--- src/rtl/uart_mem_loader.sv ---
// uart_mem_loader: serial boot/download engine.
//
// Receives 8N1 frames on ser_rxd and writes 32-bit words into the shared
// instruction/data memory through the same port the core uses. pause_o holds
// the core off while a frame is in progress.
//
// Frame: SYNC_BYTE | ADDR[4] (MSB first) | LEN[2] (MSB first, word count N)
//        | DATA[N*4] (MSB first per word) | CSUM[1]
// The sum of all ADDR, LEN, DATA and CSUM bytes must be 0 mod 256.
//
// Ports:
//   clk      system clock
//   rst      asynchronous active-low reset
//   ser_rxd  serial input, 8N1, idle high
//   ser_txd  serial output (ACK/NAK when UART_LOADER_ACK_EN, else constant 1)
//   pause_o  core pause request, high while a frame is in progress
//   addr_o   memory write address (word aligned)
//   dout     memory write data
//   wr_en_o  byte write enables, 4'b1111 for one cycle per word
//   done_o   one-cycle pulse at the end of a good frame
//   err_o    sticky error flag, cleared by reset or the next SYNC_BYTE
//
// Optional feature macro: UART_LOADER_ACK_EN
//   defined   -> 8N1 transmitter answers 8'h06 (good frame) or 8'h15
//                (checksum error, framing error, timeout)
//   undefined -> no transmitter, ser_txd tied high
//
// FSM states:
//   state  | meaning
//   IDLE   | waiting for SYNC_BYTE, core running
//   ADDR   | collecting 4 address bytes
//   LEN    | collecting 2 word-count bytes
//   DATA   | collecting data words, one write per 4 bytes
//   CSUM   | waiting for the checksum byte
//   DONE   | one-cycle done pulse, then back to IDLE

module uart_mem_loader #(
  parameter int unsigned CLK_DIV   = 434,
  parameter int unsigned TIMEOUT   = 1000000,
  parameter logic [7:0]  SYNC_BYTE = 8'h55
) (
  input  logic        clk,
  input  logic        rst,
  input  logic        ser_rxd,
  output logic        ser_txd,
  output logic        pause_o,
  output logic [31:0] addr_o,
  output logic [31:0] dout,
  output logic [3:0]  wr_en_o,
  output logic        done_o,
  output logic        err_o
);

  localparam int unsigned HALF_RAW = CLK_DIV / 2;
  localparam logic [15:0] BIT_M1   = 16'(CLK_DIV - 1);
  // Half a bit, less the ~3 cycles already spent in the synchronizer and
  // edge detector, so the start bit is sampled close to its centre.
  localparam logic [15:0] RX_HALF  = (HALF_RAW > 3) ? 16'(HALF_RAW - 3) : 16'd0;
  localparam logic [23:0] TMO_M1   = 24'(TIMEOUT - 1);

  // ---------------------------------------------------------------------
  // RX front end
  // ---------------------------------------------------------------------
  logic        rxd_meta, rxd_sync, rxd_prev;
  logic        rx_busy;
  logic [15:0] rx_timer;
  logic [3:0]  rx_bit;
  logic [7:0]  rx_byte;
  logic        byte_valid;
  logic        frame_err;

  always_ff @(posedge clk or negedge rst) begin
    if (!rst) begin
      rxd_meta   <= 1'b1;
      rxd_sync   <= 1'b1;
      rxd_prev   <= 1'b1;
      rx_busy    <= 1'b0;
      rx_timer   <= '0;
      rx_bit     <= '0;
      rx_byte    <= '0;
      byte_valid <= 1'b0;
      frame_err  <= 1'b0;
    end else begin
      rxd_meta   <= ser_rxd;
      rxd_sync   <= rxd_meta;
      rxd_prev   <= rxd_sync;
      byte_valid <= 1'b0;
      frame_err  <= 1'b0;
      if (!rx_busy) begin
        if (rxd_prev && !rxd_sync) begin
          rx_busy  <= 1'b1;
          rx_timer <= RX_HALF;
          rx_bit   <= '0;
        end
      end else if (rx_timer != '0) begin
        rx_timer <= rx_timer - 16'd1;
      end else begin
        rx_timer <= BIT_M1;
        rx_bit   <= rx_bit + 4'd1;
        if (rx_bit == 4'd0) begin
          // start bit went high again: line glitch, quietly resume idle
          if (rxd_sync) rx_busy <= 1'b0;
        end else if (rx_bit == 4'd9) begin
          rx_busy <= 1'b0;
          if (rxd_sync) byte_valid <= 1'b1;
          else          frame_err  <= 1'b1;
        end else begin
          rx_byte <= {rxd_sync, rx_byte[7:1]};
        end
      end
    end
  end

  // ---------------------------------------------------------------------
  // Frame FSM
  // ---------------------------------------------------------------------
  typedef enum logic [2:0] {
    S_IDLE, S_ADDR, S_LEN, S_DATA, S_CSUM, S_DONE
  } state_t;

  state_t      state, state_next;
  logic [1:0]  byte_cnt;
  logic [31:0] addr_reg;
  logic [15:0] len_cnt;
  logic [23:0] word_reg;
  logic [7:0]  csum;
  logic [7:0]  csum_sum;
  logic [23:0] tmo_cnt;
  logic        timeout;
  logic        csum_bad;

  assign csum_sum = csum + rx_byte;
  assign pause_o  = (state != S_IDLE);
  assign done_o   = (state == S_DONE);

  always_ff @(posedge clk or negedge rst) begin
    if (!rst) state <= S_IDLE;
    else      state <= state_next;
  end

  always_comb begin
    state_next = state;
    timeout    = 1'b0;
    csum_bad   = 1'b0;
    if (state != S_IDLE && tmo_cnt == '0 && !byte_valid) timeout = 1'b1;
    case (state)
      S_IDLE: if (byte_valid && rx_byte == SYNC_BYTE) state_next = S_ADDR;
      S_ADDR: if (byte_valid && byte_cnt == 2'd3) state_next = S_LEN;
      S_LEN:  if (byte_valid && byte_cnt == 2'd1)
                state_next = ({len_cnt[7:0], rx_byte} != 16'd0) ? S_DATA : S_CSUM;
      S_DATA: if (byte_valid && byte_cnt == 2'd3 && len_cnt == 16'd1) state_next = S_CSUM;
      S_CSUM: if (byte_valid) begin
                if (csum_sum == 8'd0) begin
                  state_next = S_DONE;
                end else begin
                  csum_bad   = 1'b1;
                  state_next = S_IDLE;
                end
              end
      S_DONE: state_next = S_IDLE;
      default: state_next = S_IDLE;
    endcase
    if (state != S_IDLE && (frame_err || timeout)) state_next = S_IDLE;
  end

  always_ff @(posedge clk or negedge rst) begin
    if (!rst) begin
      byte_cnt <= '0;
      addr_reg <= '0;
      len_cnt  <= '0;
      word_reg <= '0;
      csum     <= '0;
      tmo_cnt  <= '0;
      err_o    <= 1'b0;
      addr_o   <= '0;
      dout     <= '0;
      wr_en_o  <= '0;
    end else begin
      wr_en_o <= '0;

      if (state == S_IDLE || byte_valid) tmo_cnt <= TMO_M1;
      else if (tmo_cnt != '0)            tmo_cnt <= tmo_cnt - 24'd1;

      if (csum_bad || timeout || frame_err)
        err_o <= 1'b1;
      else if (state == S_IDLE && byte_valid && rx_byte == SYNC_BYTE)
        err_o <= 1'b0;

      case (state)
        S_IDLE: begin
          byte_cnt <= '0;
          csum     <= '0;
        end
        S_ADDR: if (byte_valid) begin
          csum     <= csum_sum;
          byte_cnt <= byte_cnt + 2'd1;
          if (byte_cnt == 2'd3) addr_reg <= {addr_reg[23:0], rx_byte[7:2], 2'b00};
          else                  addr_reg <= {addr_reg[23:0], rx_byte};
        end
        S_LEN: if (byte_valid) begin
          csum     <= csum_sum;
          len_cnt  <= {len_cnt[7:0], rx_byte};
          byte_cnt <= (byte_cnt == 2'd1) ? 2'd0 : 2'd1;
        end
        S_DATA: if (byte_valid) begin
          csum     <= csum_sum;
          byte_cnt <= byte_cnt + 2'd1;
          word_reg <= {word_reg[15:0], rx_byte};
          if (byte_cnt == 2'd3) begin
            addr_o   <= addr_reg;
            dout     <= {word_reg, rx_byte};
            wr_en_o  <= 4'b1111;
            addr_reg <= addr_reg + 32'd4;
            len_cnt  <= len_cnt - 16'd1;
          end
        end
        default: ;
      endcase
    end
  end

  // ---------------------------------------------------------------------
  // Optional ACK/NAK transmitter
  // ---------------------------------------------------------------------
`ifdef UART_LOADER_ACK_EN
  logic        ack_ev;
  logic [7:0]  ack_byte;
  logic        hold_valid;
  logic [7:0]  hold_byte;
  logic        tx_busy;
  logic        tx_load;
  logic [15:0] tx_timer;
  logic [3:0]  tx_bits;
  logic [8:0]  tx_shift;

  assign ack_ev   = (state == S_DONE) || csum_bad || frame_err || timeout;
  assign ack_byte = (state == S_DONE) ? 8'h06 : 8'h15;
  assign tx_load  = !tx_busy && hold_valid;

  always_ff @(posedge clk or negedge rst) begin
    if (!rst) begin
      hold_valid <= 1'b0;
      hold_byte  <= '0;
      tx_busy    <= 1'b0;
      tx_timer   <= '0;
      tx_bits    <= '0;
      tx_shift   <= '1;
      ser_txd    <= 1'b1;
    end else begin
      // a newer response replaces the queued one; the shifter is separate,
      // so a byte already on the wire is never touched
      if (ack_ev) begin
        hold_byte  <= ack_byte;
        hold_valid <= 1'b1;
      end else if (tx_load) begin
        hold_valid <= 1'b0;
      end

      if (tx_load) begin
        tx_busy  <= 1'b1;
        tx_shift <= {1'b1, hold_byte};
        tx_bits  <= 4'd9;
        tx_timer <= BIT_M1;
        ser_txd  <= 1'b0;
      end else if (tx_busy) begin
        if (tx_timer != '0) begin
          tx_timer <= tx_timer - 16'd1;
        end else if (tx_bits == 4'd0) begin
          tx_busy <= 1'b0;
        end else begin
          ser_txd  <= tx_shift[0];
          tx_shift <= {1'b1, tx_shift[8:1]};
          tx_bits  <= tx_bits - 4'd1;
          tx_timer <= BIT_M1;
        end
      end
    end
  end
`else
  assign ser_txd = 1'b1;
`endif

endmodule

--- config.mk ---
export PLATFORM = sky130hd
export DESIGN_NAME = uart_mem_loader
export DESIGN_NICKNAME = d
export VERILOG_FILES = /design/src/rtl/uart_mem_loader.sv
export SDC_FILE = /design/constraint.sdc
export NUM_CORES = 1
export LEC_CHECK = 0
export ABC_AREA = 1
export CAP_MARGIN = 25
export CORE_MARGIN = 3
export CORE_UTILIZATION = 64
export DETAILED_ROUTE_END_ITERATION = 8
export GPL_ROUTABILITY_DRIVEN = 0
export HOLD_SLACK_MARGIN = 0.02
export PLACE_DENSITY = 0.88
export REMOVE_ABC_BUFFERS = 1
export SYNTH_ARGS = -nofsm -noshare
export SYNTH_HDL_FRONTEND = slang
export SYNTH_SLANG_ARGS = --single-unit
--- constraint.sdc ---
create_clock -name clk -period 4.52 [get_ports clk]
set_input_delay 0.904 -clock clk [delete_from_list [all_inputs] [get_ports clk]]
set_output_delay 0.904 -clock clk [all_outputs]
set_load 0.05 [all_outputs]
Word level (Yosys, flattened, before mapping)
Cells that the tools add are included.
{ "word_totals": {"register_bits": 212, "wordCells": 150, "output_inout_bits": 72} }
{ "classes": {"add_sub_neg": 7, "n_eq_ne": 22, "bitwise": 3, "muxes": 56, "reduce_logical": 42} }
{ "op_table": {"columns": ["cell", "n"], "rows": [
  ["$mux 16", 6],
  ["$mux 32", 3],
  ["$pmux 32 s2", 1],
  ["$mux 24", 2],
  ["$add 32x3->32 const B", 1],
  ["$pmux 16 s2", 1],
  ["$reduce_bool 16->1", 2],
  ["$sub 16x1->16 const B", 2],
  ["$logic_not 24->1", 1],
  ["$mux 3", 8],
  ["$mux 4", 6],
  ["$reduce_bool 24->1", 1],
  ["$sub 24x1->24 const B", 1],
  ["$mux 1", 22],
  ["$eq 16x1->1 const B", 1],
  ["$pmux 8 s2", 1],
  ["$ne 3x3->1 const B", 5],
  ["$pmux 3 s5", 1],
  ["$reduce_and 4->1", 3],
  ["$reduce_bool 2->1", 6],
  ["$logic_and 1x1->1", 10],
  ["$ne 2x2->1 const B", 5],
  ["$add 8x8->8", 1],
  ["$eq 8x7->1 const B", 1],
  ["other kinds (24)", 39]
]} }

Depth between registers and ports, before layout
Gate-level depths: netlist of the first run.
{ "depth": {"ltp_word": 8, "ltp_mapped": 14, "mapped_depth_nobuf": 14} }

Least setup slack after synthesis of the first run
No wires, ideal clock.
{ "synth_path": {"path_kind": "reg2out", "from": "register state[0]", "to": "output done_o", "setup_slack_ps": 2073, "stages_incl_launch_ff": 3, "t_arrival_ps": 1543, "path_cell_list": "dfrtp_1 inv_2 nor3_1"} }
{ "synth_between": {"elab_chain_cells": 1} }
{ "synth_rtl": {"columns": ["item", "line_no", "source"], "rows": [
  ["from (decl)", "121", "state_t state, state_next;"],
  ["from (signal assigned)", "138", "else state <= state_next;"],
  ["$eq 3x3->1", "134", "assign done_o = (state == S_DONE);"],
  ["to (decl)", "50", "output logic done_o,"]
]} }
No other way between the ends.

Worst setup path in the final report of the first run
{ "layout_path": {"from": "register state[0]", "to": "output pause_o"} }
{ "layout_between": {"elab_chain_cells": 1} }
{ "layout_rtl": {"columns": ["item", "line_no", "source"], "rows": [
  ["$reduce_bool 3->1", "133", "assign pause_o = (state != S_IDLE);"],
  ["to (decl)", "46", "output logic pause_o,"]
]} }
No other way between the ends.

==> results.txt, run 1 <==
----------------------------------------------------
[Run status]
  Run status ... finished, final reports clean

[Final layout]
  P&R area growth vs syn ... 13.7%
  Commonest non-fill, non-tap cells in the layout ... nand2_1 (369), dfrtp_1 (206), inv_1 (149)
  Design Area, Final ... 12600 µm²
  Fraction of the core area covered by cells at the end of the flow ... around 75%
  Share of layout cells above drive strength 1 ... between 7 and 8%
  Final #Nets ... between 1000 and 1500
  Count of antenna diodes in the layout ... 0
  Most frequent standard cell in the layout excluding fill and tap cells ... nand2_1

[Logic synthesis]
  Warnings, synthesis ... 0
  Compound-Gate Fraction of Synth Area ... 13.3%
  Simple-gate portion of the synthesized area ... between 20% and 30%
  Mux share of post-synthesis cell area ... 0%
  Gate count after technology mapping ... ~1400
  Post-synth EDFFs ... 0
  Async set-reset flop share out of synthesis ... 100%
  Share of the yosys chip area belonging to registers ... 47.3%
  Summed instance area of the synthesized netlist ... about 11000 µm²
  Post-Synth Adder-Cell Area ... about 2.3%
  XOR/XNOR Fraction of Synth Area ... 2.53%
  Total of flip-flops plus latches after synthesis ... between 200 and 250
  Most common flop cell mapped by yosys ... dfrtp_1
  Syn_area_per_cell ... a little under 8 µm²
  Synth cell types ... between 40 and 50
  Largest family of logic cells by synthesized area ... simple AND/OR/NAND/NOR gates

[Timing]
  Final Hold Slack ... between 0.3 and 0.4 ns
  Slew at the pin with the worst max-slew slack ... 0.940 ns
  Count of final max-slew check failures ... 0
  Layout Skew ... between 0.007 and 0.008 ns
  Setup total negative slack ... 0 ns
  Unrepaired setup endpoints after global routing ... false
  Max Clock Freq ... 284 MHz
  Worst slew margin relative to its limit ... between 30% and 40%
  Period minus WS final ... between 3 and 4 ns
  Number of hold violations in the final report ... 0
  Endpoints failing setup ... 0
  Share of the clock period used by the worst path after layout ... 78.0%

[Setup path]
  Kind of cell adding the most delay to the critical path ... buffers and inverters
  Crit end category ... output pin
  Critical path class ... reg2out
  Master of the slowest instance on the critical path ... clkdlybuf4s50_1
  Slowest cell delay on critical path ... 0.77 ns
  Maximum net fanout on the critical path ... 12
  Nature of the critical path startpoint ... flip-flop
  Required time of the worst setup path ... 3.62 ns
  Worst path arrival time ... 2.62 ns
  Bufs and invs on worst path ... 3
  List of cells traversed by the critical path ... nor2_1 -> inv_1 -> nor2_1 -> inv_1 -> clkdlybuf4s50_1

[Floorplanning]
  Area inside the core boundary ... about 17000 µm²
  Num rows ... 47
  Initial standard-cell utilization of the core ... about two thirds
  Vertical die dimension ... between 100 and 150 µm
  Area of the die ... between 15000 and 20000 µm²
  Number of I/O pins ... 75
  Die extent in x ... about 140 µm

[Pwr]
  Power density cells ... ~330 nW/µm²
  Largest voltage drop on the vdd net ... 291 µV
  Overall power after layout ... approximately 4.2 mW
  Cell leakage power ... about 5.7 nW

[Clock network]
  Total number of H-tree levels ... 1
  Number of clock sinks ... 209
  Clock-pin slew on the worst setup and hold paths ... about 0.060 ns
  Count of hold buffers inserted by post-cts repair ... 0
  Clock Tree Buf Depth ... 3
  Clock tree from TritonCTS ... built
  Post-CTS Resized ... 0
  Skew-Pair Late Insertion Delay ... approximately 0.50 ns
  Clock buffers created by TritonCTS ... 23
  Root Buffer Master ... clkbuf_16
  Count of buffers added by post-CTS timing repair for setup ... 0

[Global route]
  Largest net degree at the start of global routing ... 111
  First-pass GRT wire length ... roughly 44 mm
  Remaining global-route overflow ... 0
  GRT Util Overall ... 28.5%
  Antenna violations before repair ... 0
  Vias in the first global route ... between 9000 and 10000

[Detailed routing]
  Routed len/inst ... about 16 µm
  Via Count ... 9907
  Average via count per standard cell ... around 5.9
  Number of violations reported at the end of detailed-routing iteration 0 ... approximately 1300
  DRT antenna net count ... 0
  Detailed Routing Iterations Pass 1 ... 8
  DRT Wirelength ... 27.2 mm
  DRC violations left ... 0

[Min path]
  Min-Delay Path Class ... reg2reg

[Placement]
  Dpl hpwl ... between 15 and 20 mm
  Number of buffers inserted by port buffering ... 73
  Post-Place Cell Area ... between 10000 and 15000 µm²

[Run]
  # Max-Cap Violations ... 0

----------------------------------------------------
-- cell families (layout without fill, tap and decap cells) --
kind of cell | Yosys count | count (layout)
fa+ha+maj | 20 | 20
compound gates | 252 | 252
simple gates | 682 | 682
xor+xnor | 32 | 32
buf+inv | 208 | 277
other cells | 1 | 1
flops | 209 | 209
-- worst register-to-register path: stages, from the launching register on --
cell     delay, ns
dfrtp_1       0.42
inv_2         0.15
nand3_2       0.43
inv_2         0.89
nand2_1       0.11
buf_4         0.30
nand2_1       0.13
o21ai_0       0.09
-- cell type report --
cell class / count / area (µm²)
clock buffer: 33 / 673
clock inverter: 7 / 87.6
tap: 220 / 275
timing repair buffer: 80 / 812
inverter: 157 / 592
multi-input combinational: 987 / 4910
fill: 1219 / 4170
sequential: 209 / 5230
-- worst paths after layout --
kind / start / slack, ns / depth (start not counted) / end
max in group asynchronous: rst / 3.09 / 2 / addr_o[21]
hold reg to reg: rxd_meta / 0.36 / 0 / rxd_sync
setup reg to reg: state[2] / 1.88 / 7 / word_reg[18]
hold / removal: rxd_meta / 0.36 / 0 / rxd_sync
setup / recovery: state[0] / 0.99 / 5 / pause_o
min in group asynchronous: rst / 0.50 / 1 / tmo_cnt[10]
-- cell usage after synthesis, types with 2 or more instances --
| library cell | n | area [µm²] |
|---|---|---|
| buf_2 | 12 | 60.1 |
| nor4_1 | 4 | 25.0 |
| inv_1 | 149 | 559 |
| o21ai_2 | 34 | 298 |
| nand3b_1 | 4 | 30.0 |
| nand3_2 | 2 | 20.0 |
| nor2_1 | 140 | 526 |
| nor2_2 | 7 | 43.8 |
| buf_1 | 2 | 7.51 |
| o21ai_0 | 96 | 480 |
| a22oi_1 | 5 | 37.5 |
| nor3_2 | 2 | 20.0 |
| or2_2 | 5 | 31.3 |
| clkbuf_1 | 16 | 60.1 |
| and2_1 | 2 | 12.5 |
| nand4_1 | 20 | 125 |
| a31oi_1 | 4 | 25.0 |
| xnor2_1 | 5 | 43.8 |
| a21oi_2 | 2 | 17.5 |
| nand2_2 | 4 | 25.0 |
| o22ai_1 | 10 | 62.6 |
| ha_1 | 19 | 238 |
| nor3_1 | 26 | 130 |
| inv_2 | 7 | 26.3 |
| buf_4 | 7 | 52.6 |
| dfrtp_1 | 206 | 5150 |
| buf_6 | 14 | 158 |
| nor2_4 | 2 | 22.5 |
| o21ai_1 | 45 | 225 |
| nand3_1 | 91 | 455 |
| o211ai_1 | 13 | 97.6 |
| xor2_1 | 27 | 236 |
| a21oi_1 | 38 | 190 |
| nand2_1 | 369 | 1390 |
| dfstp_2 | 3 | 78.8 |
-- layer usage --
metal / global-route usage, % / vias up / share of wire (%)
met4: 11.1 / 0 / 4.2
met3: 4.27 / 104 / 7.1
met2: 48.1 / 462 / 49
met1: 37.0 / 4681 / 40
li1: - / 4660 / -
met5: 0 / - / 0
-- per-stage QoR --
step	instances	worst slack, ns
2_1_floorplan	1353	1.72
3_3_place_gp	1652	1.75
3_5_place_dp	1652	1.71
4_1_cts	1692	1.06
5_1_grt	1693	0.901
6_report	1693	0.995
-- report_power, final --
group	internal [mW]	switching, mW
Sequential	1.93	0.0622
Combinational	0.104	0.190
Clock	1.14	0.739
Total	3.18	0.992
No activity file was read; power rests on OpenSTA's default activity.
==> run 2: changes to the inputs <==
--- a/config.mk
+++ b/config.mk
@@ -8,11 +8,11 @@
 export ABC_AREA = 1
 export CAP_MARGIN = 25
 export CORE_MARGIN = 3
-export CORE_UTILIZATION = 64
+export CORE_UTILIZATION = 54
 export DETAILED_ROUTE_END_ITERATION = 8
 export GPL_ROUTABILITY_DRIVEN = 0
 export HOLD_SLACK_MARGIN = 0.02
-export PLACE_DENSITY = 0.88
+export PLACE_DENSITY = 0.79
 export REMOVE_ABC_BUFFERS = 1
 export SYNTH_ARGS = -nofsm -noshare
 export SYNTH_HDL_FRONTEND = slang
==> constraint.sdc (replaced) <==
create_clock -name clk -period 2.9 [get_ports clk]
set_input_delay 0.58 -clock clk [delete_from_list [all_inputs] [get_ports clk]]
set_output_delay 0.58 -clock clk [all_outputs]
set_load 0.05 [all_outputs]
==> run 2 against run 1 <==
Net effect: clock skew grew 0.017 ns; combinational power up 59%; clock power up 55%; highest routed layer unchanged.
==> results.txt, run 2 (synthesis gave the netlist of run 1 again) <==
----------------------------------------------------
[Final layout]
  Area taken by multi-input logic gates ... 4910 µm² (unchanged)
  P&R area growth vs syn ... 14.9%
  FF+latch area ... 5230 µm² (unchanged)
  Commonest non-fill, non-tap cells in the layout ... nand2_1 (369), dfrtp_1 (206), inv_1 (149)
  Design Area, Final ... 12700 µm² (+1.1%)
  Most frequent standard cell in the layout excluding fill and tap cells ... nand2_1
  Filler Cells Inserted ... 1677 (+38%)
  Final #Nets ... 1489 (+0.54%)
  Fraction of the core area covered by cells at the end of the flow ... 64.3% (-11 points)
  Share of layout cells above drive strength 1 ... 8.29% (+0.49 points)
  Count of antenna diodes in the layout ... 0 (unchanged)
  Non-filler instance count after layout ... 1748 (+3.2%)

[Timing]
  Period minus WS final ... 2.80 ns
  Final Hold Slack ... 0.103 ns (-0.256 ns)
  Count of final max-slew check failures ... 0 (unchanged)
  Unrepaired setup endpoints after global routing ... false
  Layout Skew ... 0.0247 ns (+0.0174 ns)
  Setup total negative slack ... 0 ns (unchanged)
  Slew at the pin with the worst max-slew slack ... 0.698 ns (-0.242 ns)
  Number of hold violations in the final report ... 0 (unchanged)
  Worst slew margin relative to its limit ... 53.5% (+16 points)
  Endpoints failing setup ... 0 (unchanged)
  Max Clock Freq ... approximately 360 MHz
  Final critical-path setup slack ... 0.0967 ns (-0.898 ns)
  Share of the clock period used by the worst path after layout ... between 90% and 100%

[Detailed routing]
  Number of violations reported at the end of detailed-routing iteration 0 ... 844 (-33%)
  DRC violations left ... 0 (unchanged)
  DRT antenna net count ... 0 (unchanged)
  DRT Wirelength ... 26.6 mm (-2.0%)
  Routed len/inst ... 15.2 µm (-5.1%)
  Via Count ... 9704 (-2.0%)
  Detailed Routing Iterations Pass 1 ... 6 (-2)
  Average via count per standard cell ... 5.55 (-5.1%)

[Global route]
  GRT Util Overall ... 24.0% (-4.5 points)
  Vias in the first global route ... 9162 (-1.1%)
  Largest net degree at the start of global routing ... 82 (-26%)
  First-pass GRT wire length ... 44.5 mm (+1.3%)
  Antenna violations before repair ... 0 (unchanged)
  Remaining global-route overflow ... 0 (unchanged)

[Clock network]
  Clock Tree Buf Depth ... 3 (unchanged)
  Root Buffer Master ... clkbuf_16
  Total number of H-tree levels ... 1 (unchanged)
  Clock buffers created by TritonCTS ... 23 (unchanged)
  Number of clock sinks ... 209 (unchanged)
  Clock tree from TritonCTS ... built
  Skew-Pair Late Insertion Delay ... 0.52 ns (+0.02 ns)
  Count of buffers added by post-CTS timing repair for setup ... 0 (unchanged)
  Clock-pin slew on the worst setup and hold paths ... 0.06 ns (about the same)

[Floorplanning]
  Area inside the core boundary ... 19800 µm² (+18%)
  Initial standard-cell utilization of the core ... 56.0% (-10 points)
  Vertical die dimension ... 149 µm (+8.5%)
  Die extent in x ... 149 µm (+8.5%)
  Area of the die ... 22300 µm² (+18%)
  Number of I/O pins ... 75 (unchanged)
  Num rows ... 51 (+8.5%)

[Placement]
  Number of buffers inserted by port buffering ... 73 (unchanged)
  Dpl hpwl ... 18.5 mm (+2.7%)
  Number of placed cells counting well taps ... 1706 (+3.3%)
  Post-Place Cell Area ... 12000 µm² (+1.4%)
  Place WS ... 0.524 ns (-1.19 ns)

[Run]
  # Max-Cap Violations ... 0 (unchanged)

[Pwr]
  Cell leakage power ... 5.72 nW (+0.70%)
  Largest voltage drop on the vdd net ... 541 µV (+86%)
  Overall power after layout ... 6.49 mW (+56%)
  Power density cells ... 510 nW/µm² (+54%)

[Setup path]
  Nature of the critical path startpoint ... flip-flop
  Maximum net fanout on the critical path ... 5 (-7)
  Critical path class ... reg2out
  Crit end category ... output pin
  Required time of the worst setup path ... 2.32 ns (-1.30 ns)
  Worst path arrival time ... 2.22 ns (-0.40 ns)

[Min path]
  Min-Delay Path Class ... in2async

[Run status]
  Run status ... finished, final reports clean

----------------------------------------------------
## run 2: final timing paths
path / cells past startpoint / start / slack, ns / to
max in group asynchronous: 2 / rst / 1.98 / rxd_meta
hold / removal: 1 / rst / 0.10 / addr_o[22]
setup / recovery: 3 / state[0] / 0.1 / done_o
setup reg to reg: 7 / state[2] / 0.67 / addr_reg[10]
hold reg to reg: 0 / rxd_meta / 0.35 / rxd_sync
min in group clk: 0 / rxd_meta / 0.35 / rxd_sync
## run 2: power by group
part           internal, mW  total (mW)  switching [mW]
registers              3.01        3.11          0.0985
logic                 0.167       0.466           0.299
clock network          1.73        2.91            1.18
total                  4.90        6.49            1.58
## run 2: what timing repair did
| action | 4_1_cts | 5_1_grt |
|---|---|---|
| endpoints found under the setup margin | 1 | 0 |
| hold buffers | 0 | 0 |
| gates resized for setup | 1 | 0 |
## run 2: metal layers
metal	wire length [µm]	share of wire (%)	GRT usage (%)	vias to the layer above
li1	-	-	-	4685
met1	11300	43	32.6	4589
met2	12800	48	40.8	371
met3	1760	6.6	2.80	59
met4	697	2.6	7.14	0
met5	0	0	0	-
## run 2: final cells by class
cell class,instances,area share (%)
Multi-Input combinational cell,987,38.6
Clock buffer,32,5.03
Clock inverter,10,0.905
Sequential cell,209,41.1
Timing Repair Buffer,88,7.04
Inverter,157,4.65
Tap cell,265,2.61
## run 2: worst max-delay path, cell delays in order (launching register included)
cell and delay [ns]:
dfrtp_1 0.45, inv_2 0.08, nor3_1 0.32, clkdlybuf4s50_1 0.87
